## src/rtl/bch_euclid_cell_if.sv

```systemverilog
// Coefficient-stream bundle for one Euclidean key-equation cell.
//
// Ports / signals:
//   Rin, Qin, Lin, Uin  13-bit coefficient streams entering the cell
//   start               marks the leading coefficient on the *in streams
//   sw                  swap R<->Q and L<->U for the current polynomial
//   stop                bypass: pass the streams through unreduced
//   d1out               captured leading coefficient of the post-swap Q stream
//   Rout, Qout          reduced R stream and delayed Q stream
//   Lout, Uout          reduced L stream and delayed U stream
//   st_out              start delayed by three cycles
//   r_mux               post-swap R coefficient in the first stage
//
// The slave modport is the cell; the master modport is whatever feeds it.
interface bch_euclid_cell_if;
  logic [12:0] Rin;
  logic [12:0] Qin;
  logic [12:0] Lin;
  logic [12:0] Uin;
  logic        start;
  logic        sw;
  logic        stop;
  logic [12:0] d1out;
  logic [12:0] Rout;
  logic [12:0] Qout;
  logic [12:0] Lout;
  logic [12:0] Uout;
  logic        st_out;
  logic [12:0] r_mux;

  modport master (
    output Rin, Qin, Lin, Uin, start, sw, stop,
    input  d1out, Rout, Qout, Lout, Uout, st_out, r_mux
  );

  modport slave (
    input  Rin, Qin, Lin, Uin, start, sw, stop,
    output d1out, Rout, Qout, Lout, Uout, st_out, r_mux
  );
endinterface

```

## src/rtl/bch_euclid_cell.sv

```systemverilog
// One pipelined step of the serial Euclidean key-equation solver over
// GF(2^13), p(x) = x^13 + x^4 + x^3 + x + 1.
//
// Coefficients of R, Q, L, U arrive one per cycle, highest degree first.
// The cell optionally swaps R/Q and L/U, captures the leading coefficients
// when start is seen, and cancels the leading term:
//   R' = lead(Q)*R + lead(R)*Q
//   L' = lead(Q)*L + lead(R)*U
//
// Ports:
//   clk    rising-edge clock
//   reset  asynchronous, active-low reset
//   bus    coefficient streams and results (slave side of bch_euclid_cell_if)
module bch_euclid_cell (
  input  logic                clk,
  input  logic                reset,
  bch_euclid_cell_if.slave    bus
);

  logic [12:0] r1, q1, l1, u1;
  logic [12:0] r2, q2, l2, u2;
  logic [12:0] q3, u3;
  logic        s1, s2, s3;
  logic [12:0] dq1, dr2, dq3, dr4;
  logic [12:0] r_sel, q_sel, l_sel, u_sel;
  logic [12:0] add1, add2;

  // Polynomial-basis multiply, MSB-first Horner form: shift the accumulator
  // by x and fold the overflowing x^13 back in as x^4 + x^3 + x + 1.
  function automatic logic [12:0] gf_mul(input logic [12:0] a, input logic [12:0] b);
    logic [12:0] acc;
    acc = '0;
    for (int i = 12; i >= 0; i--) begin
      acc = {acc[11:0], 1'b0} ^ (acc[12] ? 13'h001B : 13'h0000);
      if (b[i]) acc = acc ^ a;
    end
    return acc;
  endfunction

  // Swap muxes act on the first pipeline stage.
  assign r_sel = bus.sw ? q1 : r1;
  assign q_sel = bus.sw ? r1 : q1;
  assign l_sel = bus.sw ? u1 : l1;
  assign u_sel = bus.sw ? l1 : u1;

  // Three-stage coefficient pipeline plus leading-coefficient capture.
  // The capture uses S1 so the leads are already stable while the leading
  // coefficients themselves sit in stage 2, which is what makes the
  // leading term of add1 cancel to zero.
  always_ff @(posedge clk or negedge reset) begin
    if (!reset) begin
      r1  <= '0; q1 <= '0; l1 <= '0; u1 <= '0;
      r2  <= '0; q2 <= '0; l2 <= '0; u2 <= '0;
      q3  <= '0; u3 <= '0;
      s1  <= 1'b0; s2 <= 1'b0; s3 <= 1'b0;
      dq1 <= '0; dr2 <= '0; dq3 <= '0; dr4 <= '0;
    end else begin
      r1 <= bus.Rin;
      q1 <= bus.Qin;
      l1 <= bus.Lin;
      u1 <= bus.Uin;
      s1 <= bus.start;
      r2 <= r_sel;
      q2 <= q_sel;
      l2 <= l_sel;
      u2 <= u_sel;
      s2 <= s1;
      q3 <= q2;
      u3 <= u2;
      s3 <= s2;
      if (s1) begin
        dq1 <= q_sel;
        dr2 <= r_sel;
        dq3 <= q_sel;
        dr4 <= r_sel;
      end
    end
  end

  assign add1 = gf_mul(r2, dq1) ^ gf_mul(dr2, q2);
  assign add2 = gf_mul(l2, dq3) ^ gf_mul(dr4, u2);

  // In bypass the Q/U streams skip their extra stage so all four outputs
  // stay aligned with the unreduced R/L streams.
  assign bus.Rout   = bus.stop ? r2 : add1;
  assign bus.Qout   = bus.stop ? q2 : q3;
  assign bus.Lout   = bus.stop ? l2 : add2;
  assign bus.Uout   = bus.stop ? u2 : u3;
  assign bus.st_out = s3;
  assign bus.d1out  = dq1;
  assign bus.r_mux  = r_sel;

endmodule

```

## src/flat_wrapper.sv

```systemverilog
// flat-port wrapper written by rule: the top's interface ports become plain ports
module bch_euclid_cell_flat 
  (clk, reset, bus_Rin, bus_Qin, bus_Lin, bus_Uin, bus_start, bus_sw, bus_stop, bus_d1out, bus_Rout, bus_Qout, bus_Lout, bus_Uout, bus_st_out, bus_r_mux);
  bch_euclid_cell_if bus_i ();
  input  logic clk;
  input  logic reset;
  input wire logic [$bits(bus_i.Rin)-1:0] bus_Rin;
  input wire logic [$bits(bus_i.Qin)-1:0] bus_Qin;
  input wire logic [$bits(bus_i.Lin)-1:0] bus_Lin;
  input wire logic [$bits(bus_i.Uin)-1:0] bus_Uin;
  input wire logic [$bits(bus_i.start)-1:0] bus_start;
  input wire logic [$bits(bus_i.sw)-1:0] bus_sw;
  input wire logic [$bits(bus_i.stop)-1:0] bus_stop;
  output wire logic [$bits(bus_i.d1out)-1:0] bus_d1out;
  output wire logic [$bits(bus_i.Rout)-1:0] bus_Rout;
  output wire logic [$bits(bus_i.Qout)-1:0] bus_Qout;
  output wire logic [$bits(bus_i.Lout)-1:0] bus_Lout;
  output wire logic [$bits(bus_i.Uout)-1:0] bus_Uout;
  output wire logic [$bits(bus_i.st_out)-1:0] bus_st_out;
  output wire logic [$bits(bus_i.r_mux)-1:0] bus_r_mux;
  assign bus_i.Rin = bus_Rin;
  assign bus_i.Qin = bus_Qin;
  assign bus_i.Lin = bus_Lin;
  assign bus_i.Uin = bus_Uin;
  assign bus_i.start = bus_start;
  assign bus_i.sw = bus_sw;
  assign bus_i.stop = bus_stop;
  assign bus_d1out = bus_i.d1out;
  assign bus_Rout = bus_i.Rout;
  assign bus_Qout = bus_i.Qout;
  assign bus_Lout = bus_i.Lout;
  assign bus_Uout = bus_i.Uout;
  assign bus_st_out = bus_i.st_out;
  assign bus_r_mux = bus_i.r_mux;
  bch_euclid_cell u_core (.clk(clk), .reset(reset), .bus(bus_i));
endmodule
```

## config.mk

```make
export PLATFORM = sky130hd
export DESIGN_NAME = bch_euclid_cell_flat
export DESIGN_NICKNAME = d
export VERILOG_FILES = /design/src/rtl/bch_euclid_cell_if.sv /design/src/rtl/bch_euclid_cell.sv /design/src/flat_wrapper.sv
export SDC_FILE = /design/constraint.sdc
export NUM_CORES = 1
export LEC_CHECK = 0
export BUFFER_PORTS_ARGS = -buffer_cell sky130_fd_sc_hd__buf_2
export CORE_MARGIN = 2
export CORE_UTILIZATION = 42
export CTS_BUF_LIST = sky130_fd_sc_hd__clkbuf_4
export CTS_CLUSTER_SIZE = 12
export DETAILED_ROUTE_END_ITERATION = 8
export GPL_TIMING_DRIVEN = 0
export MAX_ROUTING_LAYER = met4
export PLACE_DENSITY = 0.58
export RECOVER_POWER = 25
export SETUP_SLACK_MARGIN = 0.15
export SYNTH_ARGS = -nofsm -noshare
export SYNTH_HDL_FRONTEND = slang
export SYNTH_SLANG_ARGS = --single-unit
export TNS_END_PERCENT = 1
```

## constraint.sdc

```tcl
create_clock -name clk -period 7.49 [get_ports clk]
set_input_delay 0.749 -clock clk [delete_from_list [all_inputs] [get_ports clk]]
set_output_delay 0.749 -clock clk [all_outputs]
set_load 0.05 [all_outputs]
```

Word level (Yosys, flattened, before mapping):

Index checks and enable logic that the tools add are counted.

* word-level logic and storage cells: 221
* bits of input ports: 57
* output and inout bits: 79
* bits in registers: 159

* muxes and demuxes: 108
* bitwise gates (word level): 98

Operators with widths (number)
* bitwise XOR 13 bit: 98
* two-way mux 13 bit: 60
* two-way mux 5 bit: 48

Logic depth before layout (Yosys ltp):

Gate-level depths: netlist of run 1.

* depth in word-level cells: 51
* mapped depth: 11
* gate-level depth less buffers: 8

Worst setup path before layout of run 1:

No wires, ideal clock.

* path type: reg-to-output
* start: register u_core.bus.d1out[7] (netlist name)
* end: output port bus_Lout[9]
* path buffers: 2
* cell stages (with the launch flop): 11
* arrival: 3.726 ns
* path slack: 3.015 ns
* data required time: 6.741 ns
* cell sequence: dfrtp_1 buf_2 buf_2 nand2_1 xnor2_1 xnor2_1 xnor3_1 xnor2_1 xnor3_1 xnor2_1 o21ai_0

RTL lines
* end: declaration: RTL line flat_wrapper.sv:17 `output wire logic [$bits(bus_i.Lout)-1:0] bus_Lout;`

Worst setup path in the final report of run 1:

* start: register u_core.dq1[2], in the netlist u_core.bus.d1out[2]
* end: output port bus_Rout[11]

* word-level cells in the longest chain between the ends: 9

Ends and longest elaborated chain
* start: declaration: RTL line bch_euclid_cell.sv:24 `logic [12:0] dq1, dr2, dq3, dr4;`
* start signal: assignment: RTL line bch_euclid_cell.sv:72 `dq1 <= q_sel;`
* two-way mux 13 bit (*): RTL line bch_euclid_cell.sv:35 `if (b[i]) acc = acc ^ a;`
* bitwise XOR 13 bit (*): RTL line bch_euclid_cell.sv:34 `acc = {acc[11:0], 1'b0} ^ (acc[12] ? 13'h001B : 13'h0000);`
* bitwise XOR 13 bit: RTL line bch_euclid_cell.sv:35
* two-way mux 13 bit (*): RTL line bch_euclid_cell.sv:35
* bitwise XOR 13 bit (*): RTL line bch_euclid_cell.sv:34
* bitwise XOR 13 bit: RTL line bch_euclid_cell.sv:35
* two-way mux 13 bit (*): RTL line bch_euclid_cell.sv:35
* bitwise XOR 13 bit (*): RTL line bch_euclid_cell.sv:80 `assign add1 = gf_mul(r2, dq1) ^ gf_mul(dr2, q2);`
* two-way mux 13 bit (*): RTL line bch_euclid_cell.sv:85 `assign bus.Rout = bus.stop ? r2 : add1;`
* end: declaration: RTL line flat_wrapper.sv:15 `output wire logic [$bits(bus_i.Rout)-1:0] bus_Rout;`

Every way passes the cells marked *; elsewhere a longest branch is shown, timed or not.

==> results of run 1 <==
power breakdown:
part | internal (uW) | total [uW] | switching (uW)
Clock | 274 | 594 | 320
Sequential | 922 | 998 | 75.9
Combinational | 3230 | 7550 | 4320
cells in the mapped netlist (all sizes together), types with 2 or more instances:
| library cell | n | area (sq um) |
|---|---|---|
| xnor2 | 463 | 4100 |
| nand2b | 8 | 50.1 |
| buf | 85 | 438 |
| xor2 | 145 | 1270 |
| xnor3 | 41 | 927 |
| a22oi | 4 | 30.0 |
| xor3 | 3 | 71.3 |
| nor2 | 5 | 18.8 |
| mux2i | 5 | 50.1 |
| o31ai | 2 | 15.0 |
| a32oi | 3 | 26.3 |
| dfrtp | 159 | 3980 |
| o21ai | 8 | 40.0 |
| mux2 | 125 | 1410 |
| nand2 | 667 | 2510 |
| clkbuf | 63 | 236 |
placed cells by master, fill, tap and decap left out, drive strengths merged, types with 4 or more instances in the layout:
master  synthesis  layout
a22oi           4       4
buf            85     219
bufinv          0       4
clkbuf         63      83
clkinv          0       5
dfrtp         159     159
inv             1       4
mux2          125     125
mux2i           5       5
nand2         667     667
nand2b          8       8
nor2            5       5
o21ai           8       8
xnor2         463     463
xnor3          41      41
xor2          145     145
flip-flops by register name, indices dropped and copies added (netlist names):
| register | flops |
|---|---|
| u_core.r2 | 13 |
| u_core.s2 | 1 |
| u_core.u2 | 13 |
| u_core.bus.d1out | 13 |
| u_core.u3 | 13 |
| u_core.u1 | 13 |
| u_core.l1 | 13 |
| u_core.q3 | 13 |
| u_core.q2 | 13 |
| u_core.s1 | 1 |
| u_core.l2 | 13 |
| u_core.q1 | 13 |
| u_core.dr2 | 13 |
| u_core.r1 | 13 |
| u_core.bus.st_out | 1 |
stage by stage:
| step | setup slack, ns | cells | power, uW | area, sq um | utilization, % |
|---|---|---|---|---|---|
| after floorplan | 3.01 | 1796 | 7050 | 15200 | - |
| after global placement | 2.64 | 2391 | 8440 | 16500 | 46.3 |
| after detailed placement | 2.69 | 2392 | 8500 | 16500 | 46.3 |
| after CTS | 2.02 | 2423 | 9120 | 16800 | 47.3 |
| after global routing | 1.80 | 2424 | 9560 | 16800 | 47.2 |
| final | 2.01 | 2425 | 9140 | 16800 | 47.3 |
area by class of cell:
| type | instances | area, sq um |
|---|---|---|
| timing repair buffer | 135 | 697 |
| fill | 3528 | 18800 |
| sequential | 159 | 3980 |
| multi-input combinational | 1488 | 10600 |
| antenna | 2 | 5.00 |
| clock inverter | 12 | 183 |
| inverter | 1 | 3.75 |
| clock buffer | 19 | 143 |
| buffer | 148 | 674 |
| tap | 461 | 577 |
worst max-delay path, cell delays in order, from the launching register on:
cell      delay (ns)
dfrtp_1         0.42
clkbuf_1        0.66
clkbuf_1        0.69
buf_1           0.77
nand2_1         0.15
xnor2_1         0.22
xnor2_1         0.16
xnor2_1         0.16
xnor2_1         0.15
xnor2_1         0.09
o21ai_0         0.34
buf_2           0.35
worst max-delay path by stage:
stage | startpoint | end | slack (ns)
6_report | u_core.bus.d1out[2] | bus_Rout[11] | 2.01
5_1_grt | u_core.bus.d1out[2] | bus_Rout[11] | 1.80
4_1_cts | u_core.bus.d1out[2] | bus_Rout[11] | 2.02
3_5_place_dp | u_core.bus.d1out[2] | bus_Rout[11] | 2.69
3_3_place_gp | u_core.bus.d1out[2] | bus_Rout[11] | 2.64
2_1_floorplan | u_core.bus.d1out[7] | bus_Lout[9] | 3.01
kinds of logic (layout without fill, tap and decap cells):
logic type      after synthesis  after routing  synth area share (%)
xor+xnor                    652            652                  41.8
compound gates               23             23                  1.05
simple gates                683            683                  17.0
buf+inv                     149            315                  4.45
flops                       159            159                  26.1
mux                         130            130                  9.59
other cells                   0              2                     0
per-layer routing:
layer  global-route usage (%)  vias to the layer above  routed length (um)
met5                        -                        -                   0
met4                     14.6                        0                2970
met3                     7.53                      210                6320
met1                     39.9                     6328               23000
li1                         -                     5804                   -
met2                     45.9                      832               24600
==> flow_summary.yaml, run 1 <==
worst_setup_path:
  start_kind: "flip-flop"
  reg2reg_depth: 4
  cp-end-kind: "output port"
  r2r_start: "u_core.bus.d1out[2]"
  ff2ff_setup_slack_ns: 4.61
  cp.arrival_ns: 4.73
  cp_data_required_time_ns: 6.74
  reg2reg_to: "u_core.bus.d1out[2]"
  worstSetupPathType: "flip-flop to output port"
  worst-path-max-fanout: 10
yosys:
  yosys_warnings: 0
  synthArstFlopShare_pct: 100
  synth_cell_type_count: 35
  syn_area_sq_um: 15200
  synthFlopType: "dfrtp_1"
  avgSynthCellArea_sq_um: 8.49
  synth_edf_count: 0
  synth-seq-area-share_pct: 26.1
  ys_seq_elements: 159
  synth_nets: 1853
  post_synth_inst_count: 1796
cts:
  clock_sinks: 159
  cts_buffers: 17
  hold_buffers: 0
  tritoncts: "done"
  cts.htree.levels: 4
  clk_path_buf_depth: 2
  cts_root_buf: "clkbuf_4"
  clk_pin_slew_ns: 0.15
  post_cts_buffers: 0
  cts_resized: 0
  clock_latency_ns: 0.60
detailed_routing:
  ant_nets: 0
  drtIter0Drc: 1536
  vias: 13200
  wl_um: 56900
  first_pass_iters: 5
  wl_per_cell_um: 23.5
  via_per_inst: 5.43
  drc: 0
sta:
  hold_viol: 0
  fmaxAchievable_mhz: 182
  fin_crit_sh_pct: 73.2
  finalSetupViolCount: 0
  slew_headroom_pct: -115
  min_period_ns: 5.48
  tightest_slew_ns: 3.23
  finClkSkew_ns: 0.0370
  drv_slew: 60
  setup_tns_ns: 0
  whs_ns: 0.255
  rsz0062_at_grt: "no"
global_routing:
  grt_max_degree: 101
  track_usage_pct: 31.0
  grt_pass1_wl_um: 83700
  grt_pass1_vias: 12900
  grt_antenna_before_repair: 3
  grt-ovfl-total: 0
die:
  initial_core_util_pct: 42.8
  die_area_sq_um: 37800
  ioPinCount: 136
  die_h_um: 195
  core_area_sq_um: 35700
  rows: 69
  die_width_um: 195
placement:
  dp_hpwl_um: 40100
  routabilityCongestion: 0.988
  numPortBuffers: 134
outcome:
  status: "finished, violations left"
  violations: "max-capacitance violations, max-slew violations"
worst_hold_path:
  min_from: "bus_Qin[4]"
  min_to: "u_core.q1[4]"
  min_path_type: "input pin to flip-flop"
  whs_path_depth: 1
cells_and_area:
  nets: 2007
  area_delta_synth_final_pct: 10.5
  layout-drive-gt1-share_pct: 18.5
power_and_ir_drop:
  pwr_density_cell_nw_per_um2: 543
  leakage_uw: 0.00717
  ir_drop_mv: 0.674
run:
  cap_violations: 1
(Power assumes the default switching activity.)
==> run 2: changes to the inputs <==
--- a/config.mk
+++ b/config.mk
@@ -5,6 +5,7 @@
 export SDC_FILE = /design/constraint.sdc
 export NUM_CORES = 1
 export LEC_CHECK = 0
+export ABC_AREA = 1
 export BUFFER_PORTS_ARGS = -buffer_cell sky130_fd_sc_hd__buf_2
 export CORE_MARGIN = 2
 export CORE_UTILIZATION = 42
@@ -13,7 +14,7 @@
 export DETAILED_ROUTE_END_ITERATION = 8
 export GPL_TIMING_DRIVEN = 0
 export MAX_ROUTING_LAYER = met4
-export PLACE_DENSITY = 0.58
+export PLACE_DENSITY = 0.57
 export RECOVER_POWER = 25
 export SETUP_SLACK_MARGIN = 0.15
 export SYNTH_ARGS = -nofsm -noshare
==> constraint.sdc (replaced) <==
create_clock -name clk -period 5.14 [get_ports clk]
set_input_delay 0.514 -clock clk [delete_from_list [all_inputs] [get_ports clk]]
set_output_delay 0.514 -clock clk [all_outputs]
set_load 0.05 [all_outputs]
==> flow_summary.yaml, run 2 <==
yosys:
  synth-seq-area-share_pct: 21.0
  synth_edf_count: 0
  synth_top_area_share_pct: 31.0
  ys_top_cells_by_area: "nand2_1 (31%), dfrtp_1 (21%), xnor2_1 (12%)"
  synth_nets: 3219
  synth_top_area_cell: "nand2_1"
  yosys_warnings: 0
  synth.most_common_cell: "nand2_1"
  synthFlopType: "dfrtp_1"
  syn_area_sq_um: 19000
  synth_commonest_cells: "nand2_1 (1,566), inv_1 (280), nand3_1 (266), xnor2_1 (257), xor2_1 (217)"
  ys_seq_elements: 159
  synthArstFlopShare_pct: 100
  synth_cell_type_count: 32
  post_synth_inst_count: 3162
  avgSynthCellArea_sq_um: 6.00
cells_and_area:
  final_cell_mix: "nand2_1 (1,566), inv_1 (280), nand3_1 (266)"
  area_delta_synth_final_pct: 11.4
  layout-drive-gt1-share_pct: 9.86
  nets: 3421
  final_common_cell: "nand2_1"
  fillerInstances: 4677
die:
  initial_core_util_pct: 42.7
  die_area_sq_um: 46900
  ioPinCount: 136
  die_width_um: 217
  die_h_um: 217
  core_area_sq_um: 44400
  rows: 77
worst_setup_path:
  cp_data_required_time_ns: 4.63
  ff2ff_setup_slack_ns: 2.71
  reg2reg_to: "u_core.bus.d1out[0]"
  cp-endpoint: "bus_Lout[0]"
  reg2reg_depth: 4
  start_kind: "flip-flop"
  cp-startpoint: "u_core.bus.d1out[0]"
  cp-end-kind: "output port"
  r2r_start: "u_core.bus.d1out[0]"
  cp.arrival_ns: 4.07
  worstSetupPathType: "flip-flop to output port"
  worst-path-max-fanout: 10
global_routing:
  grt_max_degree: 119
  track_usage_pct: 32.1
  grt_pass1_vias: 19000
  gr-usage-met1_pct: 42.0
  grt_busiest_layer: "met2"
  grtUsageMet3_pct: 3.45
  grt_antenna_before_repair: 3
  met2_usage_pct: 50.4
  grt_pass1_wl_um: 111000
  grt-ovfl-total: 0
detailed_routing:
  via_per_inst: 5.13
  wl_per_cell_um: 18.5
  vias: 20400
  ant_nets: 0
  first_pass_iters: 5
  drtIter0Drc: 1754
  drc: 0
  wl_um: 73700
placement:
  numPortBuffers: 133
  dp_hpwl_um: 57200
  routabilityCongestion: 0.948
  pre_cts_slack_ns: 1.38
power_and_ir_drop:
  ir_drop_mv: 0.451
  power_uw: 8940
  leakage_uw: 0.0116
  pwr_density_cell_nw_per_um2: 423
run:
  cap_violations: 1
sta:
  finClkSkew_ns: 0.0271
  slew_headroom_pct: -67.6
  fmaxAchievable_mhz: 218
  setup_tns_ns: 0
  hold_viol: 0
  drv_slew: 42
  worst_slack_ns: 0.560
  min_period_ns: 4.58
  rsz0062_at_grt: "no"
  finalSetupViolCount: 0
  fin_crit_sh_pct: 89.1
  tightest_slew_ns: 2.51
cts:
  clk_path_buf_depth: 2
  post_cts_buffers: 0
  cts_root_buf: "clkbuf_4"
  clock_latency_ns: 0.62
  cts.htree.levels: 4
  cts_resized: 0
  clk_pin_slew_ns: 0.15
  cts_buffers: 17
  tritoncts: "done"
  clock_sinks: 159
worst_hold_path:
  min_path_type: "input pin to flip-flop"
  min_from: "bus_Qin[10]"
outcome:
  violations: "max-capacitance violations, max-slew violations"
  status: "finished, violations left"
-- run 2: how the worst min path moves through the flow --
stage | endpoint | slack, ns | depth (start not counted)
2_1_floorplan | u_core.bus.d1out[0] | 0.22 | 0
3_3_place_gp | u_core.bus.st_out | 0.34 | 0
3_5_place_dp | u_core.bus.st_out | 0.34 | 0
4_1_cts | u_core.q1[10] | 0.004 | 1
5_1_grt | u_core.q1[10] | 0.02 | 1
6_report | u_core.q1[10] | 0.05 | 1
-- run 2: cells by family after synthesis --
group | share of synthesized area (%)
AO/OA/AOI/OAI | 2.00
XOR/XNOR | 23.0
buffers and inverters | 10.6
flip-flops | 21.0
multiplexers | 1.19
AND/OR/NAND/NOR | 42.2
-- run 2: routing by layer --
metal,share of wire [%],wire [um]
met1,43,31900
met2,44,32700
met3,7.7,5650
met4,4.6,3360
met5,0,0
-- run 2: what timing repair did --
action	in CTS	in global routing
hold buffers	49	0
endpoints found under the hold margin	89	0
endpoints found under the setup margin	0	0
-- run 2: critical path, stage by stage (launching register included) --
cell,delay [ns]
dfrtp_1,0.48
buf_2,0.38
buf_1,0.64
clkbuf_1,0.60
nand2_1,0.15
xnor2_1,0.24
xor2_1,0.20
xnor2_1,0.08
o21ai_0,0.33
buf_2,0.34
-- run 2: cell type report --
type                            instances  area, sq um  area share (%)
Buffer                                171          936            4.43
Clock inverter                         13          106           0.503
Tap cell                              592          741            3.50
Multi-Input combinational cell       2546        13000            61.4
Timing Repair Buffer                  183         1170            5.55
Sequential cell                       159         3980            18.8
Clock buffer                           19          143           0.674
Antenna cell                            3         7.51          0.0355
Inverter                              286         1070            5.08
-- run 2: through the flow --
stage | cell area [sq um] | instances | util (%) | hold WS [ns]
3_3_place_gp | 20400 | 3887 | 45.9 | 0.344
4_1_cts | 21200 | 3969 | 47.6 | 0.00356
5_1_grt | 21100 | 3972 | 47.6 | 0.0168
3_5_place_dp | 20400 | 3888 | 46.0 | 0.341
6_report | 21100 | 3972 | 47.6 | 0.0456
2_1_floorplan | 19000 | 3162 | - | 0.218
-- run 2: where the power goes --
group | switching, uW | total (uW) | internal [uW] | leakage [uW]
logic | 4580 | 6790 | 2200 | 0.00960
registers | 98.0 | 1440 | 1340 | 0.00185
clock network | 503 | 713 | 210 | 0.000126
